## config.mk

```make
export PLATFORM = sky130hd
export DESIGN_NAME = amiq_fifo_prog
export DESIGN_NICKNAME = d
export VERILOG_FILES = /design/src/rtl/amiq_fifo_prog.sv
export SDC_FILE = /design/constraint.sdc
export NUM_CORES = 1
export LEC_CHECK = 0
export BUFFER_PORTS_ARGS = -buffer_cell sky130_fd_sc_hd__buf_2
export CAP_MARGIN = 20
export CORE_UTILIZATION = 45
export CTS_CLUSTER_DIAMETER = 150
export DETAILED_ROUTE_END_ITERATION = 12
export PLACE_DENSITY = 0.64
export SLEW_MARGIN = 25
export SYNTH_ARGS = -nofsm -noshare
export SYNTH_HDL_FRONTEND = slang
export SYNTH_SLANG_ARGS = --single-unit
```

## constraint.sdc

```tcl
create_clock -name clk -period 5.1 [get_ports clk]
set_input_delay 1.02 -clock clk [delete_from_list [all_inputs] [get_ports clk]]
set_output_delay 1.02 -clock clk [all_outputs]
set_load 0.01 [all_outputs]
```

## src/rtl/amiq_fifo_prog.sv

```systemverilog
// Single-clock FIFO, 2**P entries, programmable almost-full/almost-empty, sticky errors, flush.
// Latency: registered read gives data 1 cycle after pop; FWFT shows head word 1 cycle after write.
// Backpressure: writes are dropped while full and reads while empty, each setting a sticky error.
module amiq_fifo_prog #(
    parameter int DATA_W = 8,
    parameter int P      = 4,
    parameter bit FWFT   = 1'b0
) (
    input  logic              clk,
    input  logic              rst_n,
    input  logic              flush,
    input  logic              wr_en,
    input  logic [DATA_W-1:0] wr_data,
    input  logic              rd_en,
    output logic [DATA_W-1:0] rd_data,
    output logic              rd_valid,
    output logic              full,
    output logic              empty,
    input  logic [P-1:0]      alm_full_thresh,
    input  logic [P-1:0]      alm_empty_thresh,
    output logic              alm_full,
    output logic              alm_empty,
    output logic [P:0]        level,
    output logic              overflow,
    output logic              underflow,
    input  logic              err_clr
);
    localparam int         DEPTH   = 1 << P;
    localparam logic [P:0] DEPTH_L = (P+1)'(DEPTH);

    logic [DATA_W-1:0] mem [DEPTH];
    logic [P-1:0]      wr_ptr;
    logic [P-1:0]      rd_ptr;
    logic              wr_acc;
    logic              rd_acc;
    logic [P:0]        level_nxt;
    logic [P:0]        free_nxt;

    // Flush swallows any concurrent request, so neither side is accepted nor flagged.
    assign wr_acc = wr_en && !full  && !flush;
    assign rd_acc = rd_en && !empty && !flush;

    always_comb begin
        level_nxt = level;
        if (flush) begin
            level_nxt = '0;
        end else begin
            case ({wr_acc, rd_acc})
                2'b10:   level_nxt = level + (P+1)'(1);
                2'b01:   level_nxt = level - (P+1)'(1);
                default: level_nxt = level;
            endcase
        end
    end

    assign free_nxt = DEPTH_L - level_nxt;

    always_ff @(posedge clk) begin
        if (wr_acc) begin
            mem[wr_ptr] <= wr_data;
        end
    end

    always_ff @(posedge clk or negedge rst_n) begin
        if (!rst_n) begin
            wr_ptr    <= '0;
            rd_ptr    <= '0;
            level     <= '0;
            full      <= 1'b0;
            empty     <= 1'b1;
            alm_full  <= 1'b0;
            alm_empty <= 1'b1;
        end else begin
            if (flush) begin
                wr_ptr <= '0;
                rd_ptr <= '0;
            end else begin
                if (wr_acc) wr_ptr <= wr_ptr + P'(1);
                if (rd_acc) rd_ptr <= rd_ptr + P'(1);
            end
            // All status flags derive from the same next level so they never disagree.
            level     <= level_nxt;
            full      <= (level_nxt == DEPTH_L);
            empty     <= (level_nxt == '0);
            alm_full  <= (free_nxt <= {1'b0, alm_full_thresh});
            alm_empty <= (level_nxt <= {1'b0, alm_empty_thresh});
        end
    end

    always_ff @(posedge clk or negedge rst_n) begin
        if (!rst_n) begin
            overflow  <= 1'b0;
            underflow <= 1'b0;
        end else begin
            overflow  <= (overflow  && !err_clr) || (wr_en && full  && !flush);
            underflow <= (underflow && !err_clr) || (rd_en && empty && !flush);
        end
    end

    generate
        if (FWFT) begin : g_fwft
            assign rd_valid = !empty;
            assign rd_data  = empty ? '0 : mem[rd_ptr];
        end else begin : g_reg
            always_ff @(posedge clk or negedge rst_n) begin
                if (!rst_n) begin
                    rd_valid <= 1'b0;
                    rd_data  <= '0;
                end else if (flush) begin
                    rd_valid <= 1'b0;
                end else begin
                    rd_valid <= rd_acc;
                    if (rd_acc) rd_data <= mem[rd_ptr];
                end
            end
        end
    endgenerate
endmodule

```

# Yosys cells after proc, flatten, opt, wreduce, memory -nomap -nowiden
# Memories as Yosys holds them, arrays and structs flattened. A register that Yosys moved wholly into a read port is not among the register bits.
# Index checks and enable logic that the tools add are counted.
[word_totals] register_bits=20 ram_bits=128 inputBits=22 elab_cells=52 mem_count=1
[mem_list] name="mem" words=16 word_bits=8 read_ports=1 rd_clocked_by_memory_dff=1 write_ports=1 line="31" text="logic [DATA_W-1:0] mem [DEPTH];"
[classes] n_addsub=5 n_lt_le_gt_ge=2 n_eq_ne=3 muxes=9 n_bitwise=1 reduce_logical=21
[op_table] op="4-bit 2-to-1 mux" count=4
[op_table] op="5-bit by 4-bit <= comparator with 1-bit output" count=2
[op_table] op="1-bit logical AND" count=10
[op_table] op="5-bit case mux with 2 select lines" count=1
[op_table] op="4-bit by 1-bit adder with 4-bit output, second input constant" count=2
[op_table] op="5-bit by 1-bit adder with 5-bit output, second input constant" count=1
[op_table] op="5-bit == test, second input constant" count=1
[op_table] op="1-bit zero test" count=5
[op_table] op="5-bit zero test" count=1
[op_table] op="5-bit 2-to-1 mux" count=1
[op_table] op="5-bit by 1-bit subtractor with 5-bit output, second input constant" count=1
[op_table] op="5-bit subtractor, first input constant" count=1
[op_table] op="2-bit nonzero test" count=2
[op_table] op="1-bit 2-to-1 mux" count=3
[op_table] op="2-bit by 1-bit == test with 1-bit output, second input constant" count=1
[op_table] op="2-bit == test, second input constant" count=1
[op_table] op="1-bit logical OR" count=2
[op_table] op="2-bit AND reduction" count=1
[op_table] op="1-bit inverter" count=1

# Longest topological paths before layout
# Gate-level depths: netlist of run 1.
[depth] word_depth=8 mapped_depth=18

# Least setup slack after synthesis of run 1
# OpenSTA, ideal clock, no wires.
[synth_path] kind="input -> register" startpoint="input port rd_en" endpoint="register alm_full" t_arrival_ps=4130 t_required_ps=5023 path_slack_ps=893 cell_stages=18 n_path_buf=2 cell_sequence="nor2b_1 > nand2b_1 > clkbuf_1 > buf_1 > inv_1 > ha_1 > xor2_1 > ha_1 > a21oi_1 > xor2_1 > or4_1 > nand2_1 > xnor2_1 > ha_1 > o21a_1 > o21ai_0 > nand2b_1 > a21oi_1"
[synth_between] elab_chain_cells=7 word_cells_on_any_way=8
[synth_rtl] item="start, declared" line="14" text="input logic rd_en,"
[synth_rtl] item="1-bit logical AND (*) (2 in series)" line="41" text="assign rd_acc = rd_en && !empty && !flush;"
[synth_rtl] item="2-bit by 1-bit == test with 1-bit output / 2-bit == test (equally long branches)" line="48" text="case ({wr_acc, rd_acc})"
[synth_rtl] item="5-bit case mux with 2 select lines (*)" line="48"
[synth_rtl] item="5-bit 2-to-1 mux (*)" line="45" text="if (flush) begin"
[synth_rtl] item="net level_nxt[2]" line="36" text="logic [P:0] level_nxt;"
[synth_rtl] item="5-bit subtractor (*)" line="56" text="assign free_nxt = DEPTH_L - level_nxt;"
[synth_rtl] item="5-bit by 4-bit <= comparator with 1-bit output (*)" line="85" text="alm_full <= (free_nxt <= {1'b0, alm_full_thresh});"
[synth_rtl] item="end signal, assigned" line="85"
[synth_rtl] item="end, declared" line="21" text="output logic alm_full,"
# Mark *: on every way through the listed nets, which the timed path passes. The rest lies on a longest branch.
# A chain may end at the register's enable or synchronous reset.

# Worst setup path after layout of run 1
[layout_path] startpoint="input port wr_en" endpoint="register alm_full"
[layout_between] elab_chain_cells=7 word_cells_on_any_way=8
[layout_rtl] item="start, declared" line="12" text="input logic wr_en,"
[layout_rtl] item="1-bit logical AND (*) (2 in series)" line="40" text="assign wr_acc = wr_en && !full && !flush;"
[layout_rtl] item="2-bit by 1-bit == test with 1-bit output / 2-bit == test (equally long branches)" line="48"
[layout_rtl] item="5-bit case mux with 2 select lines (*)" line="48"
[layout_rtl] item="5-bit 2-to-1 mux (*)" line="45"
[layout_rtl] item="net level_nxt[2]" line="36"
[layout_rtl] item="5-bit subtractor (*)" line="56"
[layout_rtl] item="5-bit by 4-bit <= comparator with 1-bit output (*)" line="85"
# Marked as above.

==> results by group, run 1 <==
Hold path
  – Hold wc startpoint: rd_data[6]
  – Worst Hold Depth: 1
  – Hold Path Sink: rd_data[6]
  – Hold Crit Class: reg -> reg

Yosys
  – Synth Area in XOR/XNOR: 1.603%
  – Most common cell in the netlist: edfxtp_1
  – Yosys warning total: 0
  – Syn avg cell area: about 18 um2
  – FF+latch count, synth: 156
  – Multiplexer share of the synthesized area: 14.53%
  – Async SR Flop Fraction: 17.95%
  – Sequential area share after synthesis: 69.36%
  – Cell taking the most area after synthesis: edfxtp_1
  – Synth Area in Simple Gates: 5.593%
  – Most frequent cells after synthesis: edfxtp_1, nor2_1, dfrtp_1, mux4_2, ha_1
  – Syn Nets: about 410
  – Syn Inst Count: approximately 370
  – Post-synth cell types: 39
  – Synth top area cells: edfxtp_1, dfrtp_1, mux4_2
  – Compound-Gate Fraction of Synth Area: 2.844%
  – Syn Std Cell Area: 6555 um2
  – Yosys top cell area share: 58.64%
  – Top FF cell, synth: edfxtp_1
  – Post-synth EDFFs: 128
  – Synth Area in Adders: under 10%
  – Largest family of logic cells by synthesized area: multiplexers

Timing
  – Worst setup margin: 1.097 ns
  – Worst Skew: 0.007376 ns
  – Fmax: 249.8 MHz
  – Slew HR: about a third
  – Tightest Pin Transition: 0.9924 ns
  – Fin crit period: 4.003 ns
  – Setup Total Neg Slack: 0 ns
  – Final hold violations: 0
  – RSZ-0062 raised after global routing: no
  – Final period util: 78.49%
  – Setup violators final: 0
  – Slew Viols, Final: 0

Run status
  – Status: complete, no violations

GRT
  – GR Overflow Total: 0
  – Largest net degree at the start of global routing: 36
  – Vias in the first global route: 3480
  – Tot GR Track Use: 19.00%
  – Initial antenna violation count: 0
  – First-pass GRT wire length: 19780 um

Setup path
  – Crit path max-delay cell type: or4_1
  – R2r startpoint: full
  – Worst path max stage delay: ~0.43 ns
  – Peak fanout along the critical path: 7
  – Number of buffers and inverters on the critical path: 2
  – Critical Path RT: 5.45 ns
  – CP dominant cell by count: ha_1
  – RR Endpoint: alm_full
  – Largest delay contributor family on the critical path: simple AND/OR/NAND/NOR gates
  – Worst Path Arrival: ~4.4 ns
  – Worst setup SP type: input port
  – Crit-path cells: buf_2 -> nor2b_1 -> nor2b_1 -> inv_1 -> ha_1 -> xor2_1 -> ha_1 -> a21oi_1 -> xor2_1 -> or4_1 -> nand2_1 -> xnor2_1 -> ha_1 -> o21a_1 -> o21ai_0 -> nand2b_1 -> a21oi_1
  – Worst R2R Path Depth: 16
  – Crit path from: wr_en
  – Crit Path Class: in -> reg
  – Crit end category: flip-flop
  – R2r setup slk: 1.36 ns

Clock tree
  – Cts hold-fix bufs: 0
  – Num CTS Buffers: 17
  – H-Tree Depth: 4
  – Clk root buf: clkbuf_16
  – CTS resizes: 0
  – Clk buf depth: 2
  – CTS tree: done
  – Worst-path clk slew: 0.06 ns
  – Post-CTS Setup Inserts: 0
  – Worst-Skew Late Latency: 0.42 ns
  – CTS sink count: 156

Finish
  – Share of layout cells above drive strength 1: a little over a quarter
  – Multi-input logic area: 1868 um2
  – Ant. Diodes: 0
  – Nets: 458
  – Register area: ~4500 um2
  – Fillers: between 1000 and 1500
  – Area Growth Syn to Fin: 15.16%

Placed design
  – GPL Wtd Cong: 0.7826
  – I/O Buffers: ~40
  – Place WS: 0.6672 ns
  – Final HPWL DP: 8201 um

Job
  – Maxcap violations: 0

Drt
  – Initial DRC Count: 215
  – Vias/cell: 5.498
  – Routed WL: 13030 um
  – Routed WL per cell: roughly 21 um
  – Vias after detailed routing: 3354
  – DRC: 0
  – DR pass1 iterations: 4
  – Final ANT Viol Nets: 0

Floorplan
  – Die Y: 122.7 um
  – Initial core utilization: 46.68%
  – Num ports: 42
  – Die Wd: roughly 120 um
  – Core footprint: between 10000 and 15000 um2
  – Die ar.: roughly 15000 um2
  – Rows: 43

Power
  – Worst vdd ir: 0.2500 mV
  – Pleak: 2.697 nW
  – PD cells: 428.2 nW/um2
-- worst reg2reg max path: stages (launching register included) --
cell      delay (ns)
dfrtp_1         0.42
nor2b_1         0.37
nor2b_1         0.35
inv_1           0.11
ha_1            0.28
xor2_1          0.19
ha_1            0.22
a21oi_1         0.16
xor2_1          0.10
or4_1           0.43
nand2_1         0.18
xnor2_1         0.14
ha_1            0.26
o21a_1          0.10
o21ai_0         0.15
nand2b_1        0.08
a21oi_1         0.12
-- cells in the final DEF (no fill, tap or decap), drive strengths merged --
cell type  Yosys  layout
a21oi          6       6
a221o          8       8
a31oi          1       1
and4           1       1
buf            9      44
bufinv         0       3
clkbuf         8      18
clkinv         0       4
clkinvlp       0       4
dfrtp         26      26
dfstp          2       2
edfxtp       128     128
ha            19      19
inv           16      19
mux2           9       9
mux2i         10      10
mux4          32      32
nand2         11      11
nand2b         5       5
nand3          1       1
nand3b         2       2
nand4          4       4
nor2          27      27
nor2b          7       7
nor3          12      12
nor3b          1       1
o21a           1       1
o21ai          5       5
o21bai         1       1
o221ai         1       1
o22a           1       1
o22ai          2       2
or2            1       1
or3b           1       1
or4            1       1
xnor2          4       4
xor2           8       8
-- cell type report --
class	instances	share of cell area, %
sequential	156	60.27
tap	180	2.984
multi-input combinational	182	24.75
clock buffer	18	5.685
inverter	16	0.7956
clock inverter	14	2.503
timing repair buffer	44	3.017
-- metal layers --
layer,vias to the layer above,track usage (%),routed length (um)
met5,-,0,0
met4,0,7.165,174
met3,11,5.809,621
met2,85,30.72,6448
met1,1718,24.05,5784
li1,1540,-,-
-- logic make-up (layout without fill, tap and decap cells) --
family / Yosys count / after routing
flops: 156 / 156
compound gates: 26 / 26
simple gates: 74 / 74
xor+xnor: 12 / 12
buf+inv: 33 / 92
fa+ha+maj: 19 / 19
mux: 51 / 51
-- where the power goes --
part / total (mW) / leakage (nW) / switching [mW] / internal (mW)
logic: 0.438 / 0.894 / 0.223 / 0.215
registers: 1.49 / 1.52 / 0.0442 / 1.44
clock network: 1.31 / 0.287 / 0.527 / 0.780
-- worst max-delay path by stage --
stage	endpoint	slack, ns	cells after the start
2_1_floorplan	alm_full	0.89	18
3_3_place_gp	alm_full	0.81	17
3_5_place_dp	alm_full	0.67	17
4_1_cts	alm_full	1.11	17
5_1_grt	alm_full	0.78	17
6_report	alm_full	1.10	17
-- registers in the layout, indices dropped and copies added, names as in the netlist --
| signal | flops |
|---|---|
| alm_empty | 1 |
| alm_full | 1 |
| empty | 1 |
| full | 1 |
| level | 5 |
| mem | 128 |
| overflow | 1 |
| rd_data | 8 |
| rd_ptr | 4 |
| rd_valid | 1 |
| underflow | 1 |
| wr_ptr | 4 |
-- metrics by stage --
stage | power, mW | std cells | hold WS, ns | utilization [%] | cell area [um2]
2_1_floorplan | 1.817 | 371 | 0.5283 | - | 6555
3_3_place_gp | 1.948 | 578 | 0.5001 | 49.35 | 6929
3_5_place_dp | 1.961 | 578 | 0.5116 | 49.35 | 6929
4_1_cts | 3.261 | 610 | 0.5255 | 53.75 | 7547
5_1_grt | 3.362 | 610 | 0.5416 | 53.76 | 7548
6_report | 3.232 | 610 | 0.5242 | 53.76 | 7548
No activity file was read; power rests on OpenSTA's default activity.
==> run 2: changes to the inputs <==
Clock period 5.1 ns to 3.8 ns, I/O delays scaled along.
==> run 2 against run 1 <==
Net effect: largest cell class unchanged; sequential power grew 34%; final cell count grew 1.8%; combinational power up 34%; clock-buffer cell count is 1 higher; non-clock buffer count up 11; first-iteration DRC count increased by 63%; register-to-register slack lost 0.85 ns.
==> results by group, run 2 (synthesis results as in run 1) <==
Run status
  – Status: complete, no violations

Floorplan
  – Rows: 43
  – Die Wd: 122.7 um
  – Core footprint: 14040 um2
  – Die ar.: 15050 um2
  – Die Y: 122.7 um
  – Num ports: 42
  – Initial core utilization: 46.68%

Timing
  – Final period util: 87.94%
  – Final hold violations: 0
  – Setup violators final: 0
  – Fin crit period: 3.342 ns
  – Fmax: 299.2 MHz
  – Slew HR: 35.11%
  – Worst hold slack: 0.3786 ns
  – Setup Total Neg Slack: 0 ns
  – RSZ-0062 raised after global routing: no
  – Slew Viols, Final: 0
  – Tightest Pin Transition: 0.9698 ns
  – Worst Skew: 0.009756 ns

Power
  – Cell Int Power: 3.338 mW
  – Worst vdd ir: approximately 0.33 mV
  – Sw Share: 23.53%
  – PD cells: roughly 570 nW/um2
  – Flop pwr share: around 46%
  – Pleak: 2.752 nW
  – Combinational Power Share: 13.5%
  – Clk pwr share: between 40% and 50%
  – Sw Pwr: 1.027 mW

Job
  – Maxcap violations: 0

Setup path
  – RR Endpoint: alm_full
  – Critical Path RT: between 4 and 5 ns
  – Worst R2R Path Depth: 16
  – Crit Path Class: in -> reg
  – R2r startpoint: full
  – Crit end category: flip-flop
  – Worst setup SP type: input port
  – Peak fanout along the critical path: 4
  – R2r setup slk: 0.51 ns
  – Worst Path Arrival: 3.69 ns

Finish
  – Max reg flops: 128
  – Most frequent cells in the layout: edfxtp_1, buf_2, nor2_1, mux4_2, dfrtp_1
  – Most common cell after layout, fill and taps aside: edfxtp_1
  – Fillers: approximately 1100
  – Top Registers: mem: 128 flops, rd_data: 8 flops, level: 5 flops
  – Top reg by flops: mem
  – Share of layout cells above drive strength 1: approximately 29%
  – Ant. Diodes: 0
  – Area Growth Syn to Fin: 16.22%
  – Nets: about 470

Placed design
  – GPL Wtd Cong: 0.8052
  – Final HPWL DP: 8052 um
  – I/O Buffers: 41

Clock tree
  – CTS sink count: 156
  – Cts hold-fix bufs: 0
  – Num CTS Buffers: 17
  – Clk root buf: clkbuf_16
  – CTS tree: done
  – H-Tree Depth: 4
  – Post-CTS Setup Inserts: 0
  – Clk buf depth: 2
  – CTS resizes: 0
  – Worst-path clk slew: 0.06 ns
  – Worst-Skew Late Latency: 0.43 ns

Drt
  – Routed WL: 12780 um
  – WL met2: 6216 um
  – Routed WL per cell: 20.57 um
  – Met3 WL: 392 um
  – Top routing layer in use: met4
  – M1 WL: around 6000 um
  – Final ANT Viol Nets: 0
  – Initial DRC Count: 351
  – Vias after detailed routing: around 3400
  – DRC: 0
  – DR pass1 iterations: 4
  – Vias/cell: about 5.5

GRT
  – GR Overflow Total: 0
  – Largest net degree at the start of global routing: 36
  – First-pass GRT wire length: 20280 um
  – Vias in the first global route: 3564
  – Initial antenna violation count: 0
  – Tot GR Track Use: 19.22%

Hold path
  – Hold Crit Class: in -> async
==> run 2: critical path, cell delays in order <==
cell      delay [ns]
buf_2           0.09
nor2b_1         0.20
nor2b_1         0.20
inv_1           0.08
ha_1            0.21
xor2_1          0.17
ha_1            0.22
a21oi_1         0.17
xor2_1          0.10
or4_1           0.43
nand2_1         0.19
xnor2_1         0.15
ha_1            0.27
o21a_1          0.11
o21ai_0         0.14
nand2b_1        0.07
a21oi_1         0.12
==> run 2: cell type report <==
type / count / area (um2) / area share [%]
inverters: 16 / 60.06 / 0.7883
multi-input cells: 182 / 1851 / 24.29
clock buffers: 19 / 432.9 / 5.682
well taps: 180 / 225.2 / 2.956
clock inverters: 13 / 188.9 / 2.480
flip-flops and latches: 156 / 4551 / 59.73
repair buffers: 55 / 310.3 / 4.073
==> run 2: metal layers <==
metal	track usage (%)	up-vias
met4	7.088	0
met1	26.21	1761
met3	4.740	14
met5	0	-
met2	29.88	62
li1	-	1569
==> run 2: how the worst max path moves through the flow <==
stage	start	endpoint	slack [ns]	cells past startpoint
global placement	wr_en	alm_full	0.17	17
floorplan	rd_en	alm_full	0.05	18
global route	wr_en	alm_full	0.23	17
detailed placement	wr_en	alm_full	0.08	17
finish	wr_en	alm_full	0.46	17
CTS	wr_en	alm_full	0.50	17
==> run 2: power groups by stage <==
stage               registers (mW)  logic [mW]  clock network [mW]
finish                        2.00       0.589                1.78
global route                  2.01       0.654                1.89
CTS                           2.00       0.599                1.80
detailed placement            2.03       0.596                   0
global placement              2.03       0.586                   0
floorplan                     2.04       0.396                   0
==> run 2: through the flow <==
step           total power [mW]  std cells  cell area, um2  setup slack [ns]  utilization, %
2_1_floorplan             2.440        371            6558           0.04750               -
3_3_place_gp              2.619        589            6993            0.1721           49.80
3_5_place_dp              2.631        589            6993           0.08202           49.80
4_1_cts                   4.401        621            7615            0.4955           54.23
5_1_grt                   4.547        621            7619            0.2350           54.25
6_report                  4.366        621            7619            0.4581           54.25
==> run 3: changes to the inputs <==
Settings changed: RECOVER_POWER set to 50.
==> run 3 against run 2 <==
Net effect: the flow now finishes with violations (max-capacitance violations, max-slew violations); clock skew up 0.00064 ns; highest routed layer unchanged; critical path type unchanged; clock power about the same; hold slack better by 0.14 ns; largest power group unchanged; sequential cell count unchanged; die area unchanged; via count up 0.41%; global-route usage unchanged; sequential share of layout area up 0.18 points.
==> results by group, run 3 (synthesis results as in run 1) <==
Floorplan
  – Die Y: approximately 120 um
  – Die Wd: 122.7 um
  – Die ar.: 15050 um2
  – Rows: 43
  – Num ports: between 40 and 50
  – Core footprint: about 14000 um2
  – Initial core utilization: 46.68%

Placed design
  – I/O Buffers: 41
  – Placed cell count: between 500 and 600
  – GPL Wtd Cong: 0.8052
  – Final HPWL DP: 8052 um

Drt
  – Vias/cell: 5.507
  – Vias after detailed routing: between 3000 and 4000
  – DR pass1 iterations: 4
  – Routed WL per cell: 20.60 um
  – Routed WL: about 13000 um
  – DRC: 0
  – Final ANT Viol Nets: 0
  – Initial DRC Count: 380

Setup path
  – Worst setup SP type: input port
  – Critical Path RT: 4.14 ns
  – Peak fanout along the critical path: 4
  – Crit end category: flip-flop
  – Crit Path Class: in -> reg
  – Worst Path Arrival: around 3.7 ns

Timing
  – Final hold violations: 0
  – Fin crit period: 3.337 ns
  – Setup violators final: 0
  – Tightest Pin Transition: 1.645 ns
  – Slew Viols, Final: 29
  – Setup Total Neg Slack: 0 ns
  – Final period util: 87.81%
  – Fmax: 299.7 MHz
  – Slew HR: -9.646%
  – RSZ-0062 raised after global routing: no
  – Worst hold slack: 0.5136 ns
  – Worst Skew: 0.01040 ns

GRT
  – Largest net degree at the start of global routing: 36
  – Tot GR Track Use: 19.22%
  – Initial antenna violation count: 0
  – First-pass GRT wire length: roughly 20000 um
  – Vias in the first global route: 3564
  – GR Overflow Total: 0

Clock tree
  – Cts hold-fix bufs: 0
  – Clk buf depth: 2
  – H-Tree Depth: 4
  – Post-CTS Setup Inserts: 0
  – CTS tree: done
  – Clk root buf: clkbuf_16
  – CTS resizes: 0
  – Num CTS Buffers: 17
  – Worst-Skew Late Latency: 0.42 ns
  – CTS sink count: about 160
  – Worst-path clk slew: 0.06 ns

Hold path
  – Hold Crit Class: reg -> reg

Power
  – PD cells: roughly 570 nW/um2
  – Pleak: 2.717 nW
  – Worst vdd ir: around 0.33 mV

Finish
  – Register area: 4551 um2
  – Most common cell after layout, fill and taps aside: edfxtp_1
  – Fillers: around 1100
  – Nets: 469
  – Ant. Diodes: 0
  – Area Growth Syn to Fin: 15.88%
  – Finished Layout Cells: 621
  – Final core utilization: between 50 and 60%
  – Multi-input logic area: 1851 um2
  – Top reg by flops: mem
  – Max reg flops: 128
  – Top Registers: mem: 128 flops, rd_data: 8 flops, level: 5 flops
  – Most frequent cells in the layout: edfxtp_1, buf_2, nor2_1, mux4_2, dfrtp_1
  – Share of layout cells above drive strength 1: approximately 26%

Run status
  – Status: finished, violations left
  – Violated checks: max-capacitance violations, max-slew violations

Job
  – Maxcap violations: 1
## run 3: cell count changes in the layout (fill, tap and decap cells not counted)
cell / before / now
clkbuf_2: 0 / 1
clkbuf_1: 2 / 14
buf_2: 41 / 31
buf_4: 14 / 11
## run 3: critical path, cell delays in order
cell and delay (ns):
buf_2 0.09, nor2b_1 0.20, nor2b_1 0.20, inv_1 0.08
ha_1 0.21, xor2_1 0.17, ha_1 0.22, a21oi_1 0.16
xor2_1 0.10, or4_1 0.44, nand2_1 0.19, xnor2_1 0.15
ha_1 0.27, o21a_1 0.11, o21ai_0 0.14, nand2b_1 0.07
a21oi_1 0.12
## run 3: area by class of cell
cell class,count,area share [%]
flip-flops and latches,156,59.91
clock buffers,19,5.699
clock inverters,13,2.487
inverters,16,0.7906
multi-input cells,182,24.36
well taps,180,2.965
repair buffers,55,3.789
## run 3: where the power goes
part	switching (mW)	total [mW]	internal (mW)
Combinational	0.293	0.587	0.294
Sequential	0.0612	2.00	1.94
Clock	0.668	1.77	1.11
## run 3: worst paths after layout
| kind | from | endpoint | slack [ns] | cells past startpoint |
|---|---|---|---|---|
| worst max-delay path | wr_en | alm_full | 0.46 | 17 |
| worst min-delay path | rd_data[7] | rd_data[7] | 0.51 | 1 |
| worst max register to register | full | alm_full | 0.52 | 16 |
| worst min register to register | rd_data[7] | rd_data[7] | 0.51 | 1 |
| max in group asynchronous | rst_n | rd_ptr[2] | 1.97 | 1 |
| min in group asynchronous | rst_n | overflow | 0.76 | 1 |
## run 3: through the flow
step / setup slack, ns / power [mW] / area (um2)
6_report: 0.4631 / 4.360 / 7596
4_1_cts: 0.4955 / 4.401 / 7615
5_1_grt: 0.2348 / 4.547 / 7596
3_5_place_dp: 0.08202 / 2.631 / 6993
2_1_floorplan: 0.04750 / 2.440 / 6558
3_3_place_gp: 0.1721 / 2.619 / 6993
## run 3: layer usage
metal | GRT usage [%] | share of wire (%) | vias up
met5 | 0 | 0 | -
met4 | 7.088 | 0.99 | 0
met3 | 4.740 | 3.0 | 13
met2 | 29.88 | 49 | 62
met1 | 26.21 | 47 | 1775
li1 | - | - | 1570
